`config.mk`:
```
export PLATFORM = sky130hd
export DESIGN_NAME = writeback_stage
export DESIGN_NICKNAME = d
export VERILOG_FILES = /design/src/rtl/writeback_stage_pkg.sv /design/src/rtl/writeback_stage_load_formatter.sv /design/src/rtl/writeback_stage.sv
export SDC_FILE = /design/constraint.sdc
export NUM_CORES = 1
export LEC_CHECK = 0
export BUFFER_PORTS_ARGS = -buffer_cell sky130_fd_sc_hd__buf_2
export CAP_MARGIN = 25
export CORE_ASPECT_RATIO = 0.7
export CORE_MARGIN = 10
export CORE_UTILIZATION = 40
export DETAILED_ROUTE_END_ITERATION = 8
export GPL_TIMING_DRIVEN = 0
export HOLD_SLACK_MARGIN = 0.1
export SETUP_SLACK_MARGIN = 0.1
export SYNTH_ARGS = -nofsm -noshare
export SYNTH_HDL_FRONTEND = slang
export SYNTH_HIERARCHICAL = 1
export SYNTH_SLANG_ARGS = --single-unit
```
`constraint.sdc`:
```
create_clock -name clk -period 9.2 [get_ports clk]
set_input_delay 2.3 -clock clk [delete_from_list [all_inputs] [get_ports clk]]
set_output_delay 2.3 -clock clk [all_outputs]
set_load 0.05 [all_outputs]
```
`src/rtl/writeback_stage_pkg.sv`:
```
// Shared widths, result-source and load-type encodings, and the FIFO entry layout
// used by the writeback stage.
package writeback_stage_pkg;

  localparam int DataSize    = 32;
  localparam int RegAddrSize = 5;
  localparam int WbFifoDepth = 2;

  localparam logic [DataSize-1:0] DataBusReset = '0;

  localparam logic [1:0] WbSelAlu  = 2'b00;
  localparam logic [1:0] WbSelLoad = 2'b01;
  localparam logic [1:0] WbSelPc   = 2'b10;

  localparam logic [2:0] LoadB  = 3'b000;
  localparam logic [2:0] LoadH  = 3'b001;
  localparam logic [2:0] LoadW  = 3'b010;
  localparam logic [2:0] LoadBU = 3'b100;
  localparam logic [2:0] LoadHU = 3'b101;

  typedef struct packed {
    logic [RegAddrSize-1:0] rd;
    logic                   we;
    logic [DataSize-1:0]    data;
  } wb_entry_t;

endpackage

```
`src/rtl/writeback_stage_load_formatter.sv`:
```
// Combinational load-data formatter: picks the byte or half addressed by addrLow
// out of the aligned word and sign- or zero-extends it.
module load_formatter
  import writeback_stage_pkg::*;
(
  input  logic [2:0]          loadType,
  input  logic [1:0]          addrLow,
  input  logic [DataSize-1:0] loadWord,
  output logic [DataSize-1:0] loadData,
  output logic                loadErr
);

  logic [7:0]  byte_val;
  logic [15:0] half_val;

  always_comb begin
    byte_val = loadWord[7:0];
    case (addrLow)
      2'd0: byte_val = loadWord[7:0];
      2'd1: byte_val = loadWord[15:8];
      2'd2: byte_val = loadWord[23:16];
      2'd3: byte_val = loadWord[31:24];
      default: byte_val = loadWord[7:0];
    endcase
    half_val = addrLow[1] ? loadWord[31:16] : loadWord[15:0];
  end

  // Unsupported funct3 values still pass the raw word through.
  always_comb begin
    loadData = loadWord;
    loadErr  = 1'b0;
    case (loadType)
      LoadB:   loadData = {{24{byte_val[7]}}, byte_val};
      LoadBU:  loadData = {24'd0, byte_val};
      LoadH:   loadData = {{16{half_val[15]}}, half_val};
      LoadHU:  loadData = {16'd0, half_val};
      LoadW:   loadData = loadWord;
      default: loadErr  = 1'b1;
    endcase
  end

endmodule

```
`src/rtl/writeback_stage.sv`:
```
// Final pipeline stage: buffers completed instructions in a 2-entry FIFO and
// commits one per cycle to the register file write port.
module writeback_stage
  import writeback_stage_pkg::*;
(
  input  logic                   clk,
  input  logic                   resetIn,
  input  logic                   memValid,
  output logic                   memReady,
  input  logic                   memRegWrite,
  input  logic [RegAddrSize-1:0] memRdAddr,
  input  logic [1:0]             memWbSel,
  input  logic [2:0]             memLoadType,
  input  logic [1:0]             memAddrLow,
  input  logic [DataSize-1:0]    memAluResult,
  input  logic [DataSize-1:0]    memLoadWord,
  input  logic [DataSize-1:0]    memPcPlus4,
  input  logic                   stallIn,
  output logic                   writeEnable,
  output logic [RegAddrSize-1:0] writeAddr,
  output logic [DataSize-1:0]    writeDate,
  output logic                   fwdValid,
  output logic [RegAddrSize-1:0] fwdAddr,
  output logic [DataSize-1:0]    fwdData,
  output logic [31:0]            retireCount,
  output logic                   loadErr
);

  wb_entry_t           fifo_q [WbFifoDepth];
  logic                wr_ptr;
  logic                rd_ptr;
  logic [1:0]          count;
  logic                push;
  logic                pop;
  logic [DataSize-1:0] fmt_data;
  logic                fmt_err;
  wb_entry_t           push_entry;
  wb_entry_t           head;

  load_formatter u_load_formatter (
    .loadType (memLoadType),
    .addrLow  (memAddrLow),
    .loadWord (memLoadWord),
    .loadData (fmt_data),
    .loadErr  (fmt_err)
  );

  // Ready depends only on the registered count, so a same-cycle pop never frees a slot.
  assign memReady = !resetIn && (count < 2'd2);
  assign push     = memValid && memReady;
  assign pop      = (count != 2'd0) && !stallIn;
  assign head     = fifo_q[rd_ptr];

  always_comb begin
    push_entry.rd = memRdAddr;
    push_entry.we = memRegWrite && (memRdAddr != '0);
    case (memWbSel)
      WbSelLoad: push_entry.data = fmt_data;
      WbSelPc:   push_entry.data = memPcPlus4;
      default:   push_entry.data = memAluResult;
    endcase
  end

  always_ff @(posedge clk) begin
    if (resetIn) begin
      wr_ptr      <= 1'b0;
      rd_ptr      <= 1'b0;
      count       <= 2'd0;
      writeEnable <= 1'b0;
      writeAddr   <= '0;
      writeDate   <= DataBusReset;
      retireCount <= 32'd0;
      loadErr     <= 1'b0;
    end else begin
      if (push) begin
        fifo_q[wr_ptr] <= push_entry;
        wr_ptr         <= ~wr_ptr;
        if ((memWbSel == WbSelLoad) && fmt_err)
          loadErr <= 1'b1;
      end
      if (pop) begin
        rd_ptr      <= ~rd_ptr;
        writeEnable <= head.we;
        writeAddr   <= head.rd;
        writeDate   <= head.data;
        retireCount <= retireCount + 32'd1;
      end else begin
        writeEnable <= 1'b0;
      end
      case ({push, pop})
        2'b10:   count <= count + 2'd1;
        2'b01:   count <= count - 2'd1;
        default: count <= count;
      endcase
    end
  end

  assign fwdValid = writeEnable;
  assign fwdAddr  = writeAddr;
  assign fwdData  = writeDate;

endmodule

```
=== After elaboration in Yosys (flattened, before gate mapping) ===
Memories as Yosys holds them, arrays and structs flattened. A register that Yosys moved wholly into a read port is not among the register bits.
Cells that the tools add are included.

* Memory bits (writable): 76
* Bits in latches: 0
* Bits in read-only memories: 0
* Register bits after elaboration: 75
* Output and inout bits: 110
* Input bits: 113
* Memories: 1

{| class="wikitable"
|+ Memory list
! name !! words !! bits a word !! read ports !! clocked after Yosys merged registers in !! wr ports !! line !! text
|-
| fifo_q || 2 || 38 || 1 || 1 || 1 || writeback_stage.sv:29 || <nowiki>wb_entry_t fifo_q [WbFifoDepth];</nowiki>
|}

* Add/sub/neg operators: 3
* Div/mod/pow operators: 0
* Order comparisons: 1
* Reductions and logical operators: 15
* Multiplexer cells: 11
* Multiply operators: 0
* Equal/unequal tests: 11
* Shift operators: 0
* Bitwise operators: 3

{| class="wikitable"
|+ Operators by type and width
! kind !! count
|-
| $pmux 32 s4 || 1
|-
| $pmux 32 s2 || 1
|-
| $add 32x1->32 const B || 1
|-
| $pmux 8 s4 || 1
|-
| $mux 16 || 1
|-
| $eq 2x2->1 const B || 4
|-
| $eq 2x1->1 const B || 3
|-
| $eq 3x3->1 const B || 2
|-
| $mux 1 || 6
|-
| $logic_and 1x1->1 || 5
|-
| $reduce_bool 5->1 || 1
|-
| $reduce_or 5->1 || 1
|-
| $pmux 2 s2 || 1
|-
| $reduce_bool 2->1 || 2
|-
| $eq 3x1->1 const B || 1
|-
| $eq 3x2->1 const B || 1
|-
| $logic_not 3->1 || 1
|-
| $not 1->1 || 3
|-
| $add 2x1->2 const B || 1
|-
| $logic_not 1->1 || 2
|-
| $logic_not 2->1 || 1
|-
| $lt 2x2->1 const B || 1
|-
| $reduce_and 2->1 || 1
|-
| $reduce_or 2->1 || 1
|-
| $sub 2x1->2 const B || 1
|}

=== Logic depth before layout (Yosys ltp) ===
Gate-level depths: netlist of the first run.

* Depth in word-level cells: 6
* Gate-level depth with buffers: 8
* Mapped depth without buffers: 6

=== Cells and area by module ===
The synthesis of the first run kept the hierarchy.

{| class="wikitable"
|+ Modules (own cells, without submodules)
! module !! cells an instance !! seq. area each (um^2) !! instances !! area each (um^2)
|-
| writeback_stage || 607 || 3803.6 || 1 || 6617.6
|-
| load_formatter || 99 || 0.0 || 1 || 734.5
|}

=== Worst setup path after synthesis of the first run ===
Ideal clock, no wire load.

* Kind: input port to flip-flop
* Start: input port resetIn
* End: memory fifo_q[0][0] in the netlist's numbering, enable pin
* Cell stages on the path: 4
* Data required time: 8.767 ns
* Path slack: 3.677 ns
* Buffers on the path: 1
* Data arrival time: 5.089 ns
* Setup time: 0.433 ns
* Path through: clkbuf_1 nor2_1 nand2_1 nor2_1

* Word-level cells in the longest chain between the ends: 6

{| class="wikitable"
|+ Ends and longest elaborated chain
! item !! line !! text
|-
| from (decl) || writeback_stage.sv:7 || <nowiki>input logic resetIn,</nowiki>
|-
| $logic_not 1->1 || writeback_stage.sv:49 || <nowiki>assign memReady = !resetIn && (count < 2'd2);</nowiki>
|-
| $logic_and 1x1->1 || writeback_stage.sv:49 ||
|-
| named net memReady || writeback_stage.sv:9 || <nowiki>output logic memReady,</nowiki>
|-
| $logic_and 1x1->1 || writeback_stage.sv:50 || <nowiki>assign push = memValid && memReady;</nowiki>
|-
| $mux 1 || writeback_stage.sv:75 || <nowiki>if (push) begin</nowiki>
|-
| $mux 1 || writeback_stage.sv:65 || <nowiki>if (resetIn) begin</nowiki>
|-
| $mux 1 (not written as such) || writeback_stage.sv:76 || <nowiki>fifo_q[wr_ptr] <= push_entry;</nowiki>
|-
| to (decl) || writeback_stage.sv:29 ||
|}

The timed path passes the listed nets, and every way through them passes these cells.

=== Worst setup path after layout of the first run ===
* Start: input port resetIn
* End: output port memReady

* Word-level cells in the longest chain between the ends: 2

{| class="wikitable"
|+ Ends and longest elaborated chain
! item !! line
|-
| $logic_not 1->1 || writeback_stage.sv:49
|-
| $logic_and 1x1->1 || writeback_stage.sv:49
|-
| to (decl) || writeback_stage.sv:9
|}

Every way passes these cells.

==> impl_metrics.tcl, run 1 <==
set metrics [dict create \
    hold_viol 0 \
    status "finished clean" \
    crit_fanout 8 \
    worstPathRequired_ns 6.90 \
    vias 6336 \
    start_kind "input pin" \
    worstPathArrival_ns 3.08 \
    holdPathEnd "retireCount[31]" \
    final_common_cell "buf_2" \
    grt_pass1_wl_um 34600 \
    n_fill_cell 1699 \
    ys_ff_latch 152 \
    wl_um 23000 \
    grt_max_degree 23 \
    slew_violations 0 \
    yosys_warnings 6 \
    setup-tns-final_ns 0 \
    r2r_slack_ns 6.54 \
    syn_inst 706 \
    final_core_util_pct 52.0 \
    synth_ff_type "edfxtp_1" \
    setup_violations 0 \
    first_iter_violations 521 \
    layout_common_cells "225 x buf_2, 76 x dfxtp_1, 76 x edfxtp_1, 63 x nand2_1, 57 x nor2_1" \
    htreeDepth 4 \
    grtUsageTotal_pct 18.0 \
    area_growth_pct 27.8 \
    worstSetupPathType "in -> out" \
    ys_types 51 \
    firstDrtPassIters 5 \
    avgSynthCellArea_sq_um 10.4 \
    die_w_um 182 \
    skew_ns 0.0118 \
    rows 41 \
    async_flop_share_pct 0 \
    final_cell_area_sq_um 9400 \
    cts_tree "yes" \
    core_region_area_sq_um 18100 \
    max-slew-margin-rel_pct 46.1 \
    tightestPinTransition_ns 0.808 \
    place_hpwl_um 17600 \
    finalCritPeriodShare_pct 58.5 \
    ctsResizeCount 0 \
    whs_path_depth 2 \
    grt_antenna_before_repair 1 \
    clk_latency_ns 0.42 \
    drv_cap 0 \
    post_dp_cell_area_sq_um 8810 \
    min_from "retireCount[31]" \
    syn-num-nets 823 \
    ir_drop_uv 184 \
    multi_input_area_sq_um 3030 \
    leakage_nw 3.86 \
    dieArea_sq_um 24300 \
    rsz0062_at_grt "false" \
    gp_congestion 0.877 \
    end_kind "output port" \
    cts-root-buf "clkbuf_16" \
    r2r-end "count[1]" \
    drc 0 \
    cts_setup_buffers 0 \
    port_buffers 219 \
    hold_class "reg -> reg" \
    synth_area_sq_um 7350 \
    fmax_mhz 186 \
    cts-hold-fix-buffers 0 \
    nNetsFinal 1063 \
    clockBufferDepth 2 \
    viasPerCell 5.30 \
    numCtsBuffers 17 \
    initial_core_util_pct 40.7 \
    reg2reg_from "count[1]" \
    clkTransAtPathRegs_ns 0.07 \
    yosysSeqAreaShare_pct 51.7 \
    drive_gt1_share_pct 33.5 \
    r2r_cells 7 \
    detail_route.wl_per_cell_um 19.2 \
    antenna_left 0 \
    finalPower_w 0.00244 \
    synth-edff-count 76 \
    seqCellArea_sq_um 3800 \
    finalCriticalPeriod_ns 5.38 \
    io_pins 223 \
    powerDensity_nw_per_um2 259 \
    grt_overflow_total 0 \
    die_h_um 133 \
    clock-sinks 152 \
    grt_pass1_vias 6002 \
]
-- Yosys cell counts, types with 6 or more instances --
| cell type | number | share of area [%] |
|---|---|---|
| mux2i_1 | 38 | 5.2 |
| edfxtp_1 | 76 | 31 |
| a211oi_1 | 37 | 3.8 |
| a21oi_1 | 20 | 1.4 |
| buf_4 | 38 | 3.9 |
| a22oi_1 | 33 | 3.4 |
| o21ai_0 | 38 | 2.6 |
| nand2_1 | 63 | 3.2 |
| dfxtp_1 | 76 | 21 |
| inv_1 | 6 | 0.31 |
| buf_2 | 6 | 0.41 |
| and4b_1 | 7 | 0.95 |
| nor2_1 | 58 | 3.0 |
| nand3_1 | 26 | 1.8 |
| o31ai_1 | 13 | 1.3 |
| or3_1 | 7 | 0.60 |
| nand4_1 | 12 | 1.0 |
| a221o_1 | 15 | 2.0 |
| xor2_1 | 8 | 0.95 |
| and3_1 | 6 | 0.51 |
| xnor2_1 | 6 | 0.71 |
| mux2_2 | 10 | 1.5 |
| or4_1 | 14 | 1.4 |
| a22o_1 | 8 | 0.95 |
| clkbuf_1 | 38 | 1.9 |
-- worst max path at each step --
| stage | from | cells after the start | end | slack (ns) |
|---|---|---|---|---|
| 2_1_floorplan | resetIn | 4 | fifo_q[0][0] | 3.68 |
| 3_3_place_gp | resetIn | 4 | fifo_q[0][9] | 3.13 |
| 3_5_place_dp | resetIn | 3 | memReady | 3.78 |
| 4_1_cts | resetIn | 3 | memReady | 3.78 |
| 5_1_grt | resetIn | 3 | memReady | 3.71 |
| 6_report | resetIn | 3 | memReady | 3.82 |
-- where the power goes --
| group | internal, W | total [W] | switching [W] |
|---|---|---|---|
| clock network | 0.000385 | 0.000684 | 0.000300 |
| registers | 0.000804 | 0.000860 | 0.0000564 |
| logic | 0.000265 | 0.000892 | 0.000627 |
| total | 0.00145 | 0.00244 | 0.000983 |
-- critical path: stages --
cell	delay (ns)
clkbuf_1	0.21
nor2_1	0.24
buf_2	0.32
-- registers in the layout (all words and copies together), names as in the netlist, named ones only --
signal / count
count: 2
fwdValid: 1
retireCount: 32
fifo_q: 76
wr_ptr: 1
fwdData: 32
rd_ptr: 1
loadErr: 1
fwdAddr: 5
-- layer usage --
layer / wire (um) / vias up / GRT usage [%]
li1: - / 3120 / -
met1: 11200 / 2963 / 25.8
met2: 9600 / 236 / 25.3
met3: 1940 / 17 / 5.93
met4: 218 / 0 / 4.51
met5: 0 / - / 0
-- through the flow --
stage          worst slack, ns  hold slack [ns]  instances
5_1_grt                   3.71            0.501       1195
4_1_cts                   3.78            0.480       1195
3_5_place_dp              3.78            0.468       1163
3_3_place_gp              3.13            0.468       1161
6_report                  3.82            0.481       1196
2_1_floorplan             3.68            0.481        706
-- logic make-up after synthesis --
logic type / count (synthesis) / share of synthesized area, %
and+or+nand+nor: 216 / 15.0
xor gates and xnor gates: 14 / 1.67
muxes: 50 / 7.11
buffers and inverters: 97 / 7.20
AOI/OAI and AO/OA: 173 / 16.6
adders and majority gates: 4 / 0.681
DFF: 152 / 51.7
-- cell type report --
| cell class | instances | area share, % |
|---|---|---|
| inverters | 8 | 0.320 |
| plain buffers | 89 | 5.31 |
| multi-input cells | 457 | 32.2 |
| repair buffers | 221 | 12.3 |
| flip-flops and latches | 152 | 40.5 |
| well taps | 236 | 3.14 |
| clock inverters | 15 | 1.72 |
| clock buffers | 17 | 4.53 |
| diodes | 1 | 0.0266 |
Power figures use the tool's default switching activity.
==> inputs of run 2 (changes only) <==
- ABC_AREA: not set -> 1
- PLACE_DENSITY: not set -> 0.67
- clock period: 9.2 -> 4.5 ns (I/O delays scaled with it)
==> run 2 against run 1 <==
  * Sequential power up 110%
  * Non-clock buffer count is 1 higher
  * Critical endpoint unchanged
  * Combinational power rose by 120%
  * First-iteration DRC count grew 26%
  * Setup slack got worse by 2.1 ns
  * Highest routed layer unchanged
==> impl_metrics.tcl, run 2 <==
set metrics [dict create \
    largest_reg_flops 76 \
    drv_cap 0 \
    rows 42 \
    hold_class "reg -> reg" \
    cp_num_buf_inv 2 \
    grt_overflow_total 0 \
    fmax_mhz 355 \
    cts_setup_buffers 0 \
    hold_viol 0 \
    cpPeakStageDelay_ns 0.30 \
    avgSynthCellArea_sq_um 7.80 \
    clkTransAtPathRegs_ns 0.06 \
    die_h_um 137 \
    synth_ff_type "edfxtp_1" \
    clock-sinks 152 \
    critPathLaunch "resetIn" \
    yosysSeqAreaShare_pct 48.6 \
    synth_area_sq_um 7820 \
    status "finished clean" \
    io_pins 223 \
    detail_route.wl_per_cell_um 17.0 \
    drive_gt1_share_pct 26.9 \
    viasPerCell 5.01 \
    grt_antenna_before_repair 4 \
    setup_violations 0 \
    reg2reg_from "count[0]" \
    tightestPinTransition_ns 0.677 \
    worstSetupPathType "in -> out" \
    antenna_left 0 \
    numCtsBuffers 17 \
    cts_tree "yes" \
    dieArea_sq_um 25600 \
    crit_fanout 4 \
    synth_common_cells "166 x nor2_1, 163 x a21oi_1, 161 x nand2_1" \
    wl_um 25900 \
    htreeDepth 4 \
    grt_max_degree 25 \
    port_buffers 220 \
    die_w_um 187 \
    final_common_cell "buf_2" \
    cts-hold-fix-buffers 0 \
    first_iter_violations 657 \
    clk_latency_ns 0.42 \
    crit_slowest_cell "buf_2" \
    ys_top_cells_by_area "edfxtp_1 29%, dfxtp_1 19%, a21oi_1 10%, nor2_1 8.0%, nand2_1 7.7%" \
    finalCriticalPeriod_ns 2.82 \
    cpMostUsedCell "buf_2" \
    skew_ns 0.00870 \
    rsz0062_at_grt "false" \
    core_region_area_sq_um 19100 \
    hold_ws_ns 0.455 \
    top_register "fifo_q" \
    synth_top_area_share_pct 29.2 \
    leakage_nw 4.55 \
    clockBufferDepth 2 \
    worstPathArrival_ns 1.69 \
    start_kind "input pin" \
    grtUsageTotal_pct 19.8 \
    ys_types 39 \
    syn-num-nets 1119 \
    yosys_warnings 6 \
    n_fill_cell 1845 \
    finalPower_w 0.00526 \
    finalCritPeriodShare_pct 62.6 \
    powerDensity_nw_per_um2 528 \
    r2r_cells 9 \
    synth-edff-count 76 \
    place_hpwl_um 20500 \
    firstDrtPassIters 5 \
    cts-root-buf "clkbuf_16" \
    max-slew-margin-rel_pct 54.9 \
    grt_pass1_wl_um 40200 \
    ctsResizeCount 0 \
    syn_inst 1002 \
    vias 7633 \
    drc 0 \
    crit_family "buffers and inverters" \
    gp_congestion 0.964 \
    cp_cell_sequence "buf_2 > nor2_1 > buf_2" \
    initial_core_util_pct 41.0 \
    layout_common_cells "233 x buf_2, 164 x nor2_1, 163 x a21oi_1, 161 x nand2_1, 86 x inv_1" \
    end_kind "output port" \
    slew_violations 0 \
    nNetsFinal 1360 \
    synth.most_common_cell "nor2_1" \
    async_flop_share_pct 0 \
    ir_drop_uv 424 \
    yosysTopAreaCell "edfxtp_1" \
    worstPathRequired_ns 3.38 \
    critical_path_cell_count 3 \
    area_growth_pct 27.4 \
    grt_pass1_vias 7285 \
    min_from "rd_ptr" \
    ys_ff_latch 152 \
    whs_path_depth 1 \
]
==> run 2: cell count changes in the layout (fill, tap and decap cells not counted), moves of 29 or more <==
cell / change
a22oi_1: -33
nor2_1: +107
nand3_1: +29
a211oi_1: -37
a21oi_1: +143
nand2_1: +98
inv_1: +80
mux2i_1: -37
==> run 2: per-stage QoR <==
stage	cells	area (sq um)	TNS [ns]	util, %	setup WS, ns
after CTS	1520	9950	0	52.2	1.69
after detailed placement	1488	9310	0	48.8	1.61
final	1524	9960	0	52.2	1.68
after global placement	1486	9250	-9.95	48.5	-0.135
after global routing	1523	9960	0	52.2	1.66
after floorplan	1002	7820	0	-	0.328
==> run 2: worst reg2reg max path, stage by stage (launching register included) <==
cell,delay [ns]
dfxtp_1,0.42
nor2_1,0.10
nor2_4,0.20
buf_4,0.25
buf_2,0.26
ha_1,0.30
a21oi_1,0.12
o21ai_0,0.11
xor2_1,0.15
nor2_1,0.05
==> run 2: routing by layer <==
layer	wire, um	track usage, %	up-vias
met2	11200	29.4	332
met3	2410	5.54	28
met1	11800	27.3	3488
met5	0	0	-
met4	421	6.03	0
li1	-	-	3785
==> run 2: cell type report <==
cell class              instances  area (sq um)  area share [%]
clock buffers                  18           429            4.31
repair buffers                222          1150            11.5
multi-input cells             669          3150            31.6
plain buffers                  89           538            5.40
inverters                      92           347            3.48
well taps                     264           330            3.32
clock inverters                14           208            2.09
flip-flops and latches        152          3800            38.2
diodes                          4          10.0           0.101
==> run 2: final timing paths <==
path	slack, ns	end
max	1.68	memReady
min	0.45	rd_ptr
max reg2reg	2.43	count[1]
min reg2reg	0.45	rd_ptr
==> run 2: power breakdown <==
part / internal (W) / switching [W] / total (W)
clock network: 0.000903 / 0.000617 / 0.00152
logic: 0.000527 / 0.00144 / 0.00196
registers: 0.00166 / 0.000123 / 0.00178
==> run 2: cells by family after synthesis <==
kind of cell,share of synthesized area (%)
XOR/XNOR,0.224
AND/OR/NAND/NOR,23.2
multiplexers,0.128
AO/OA/AOI/OAI,15.8
buffers and inverters,11.3
flip-flops,48.6
adder cells (fa/ha/maj),0.640
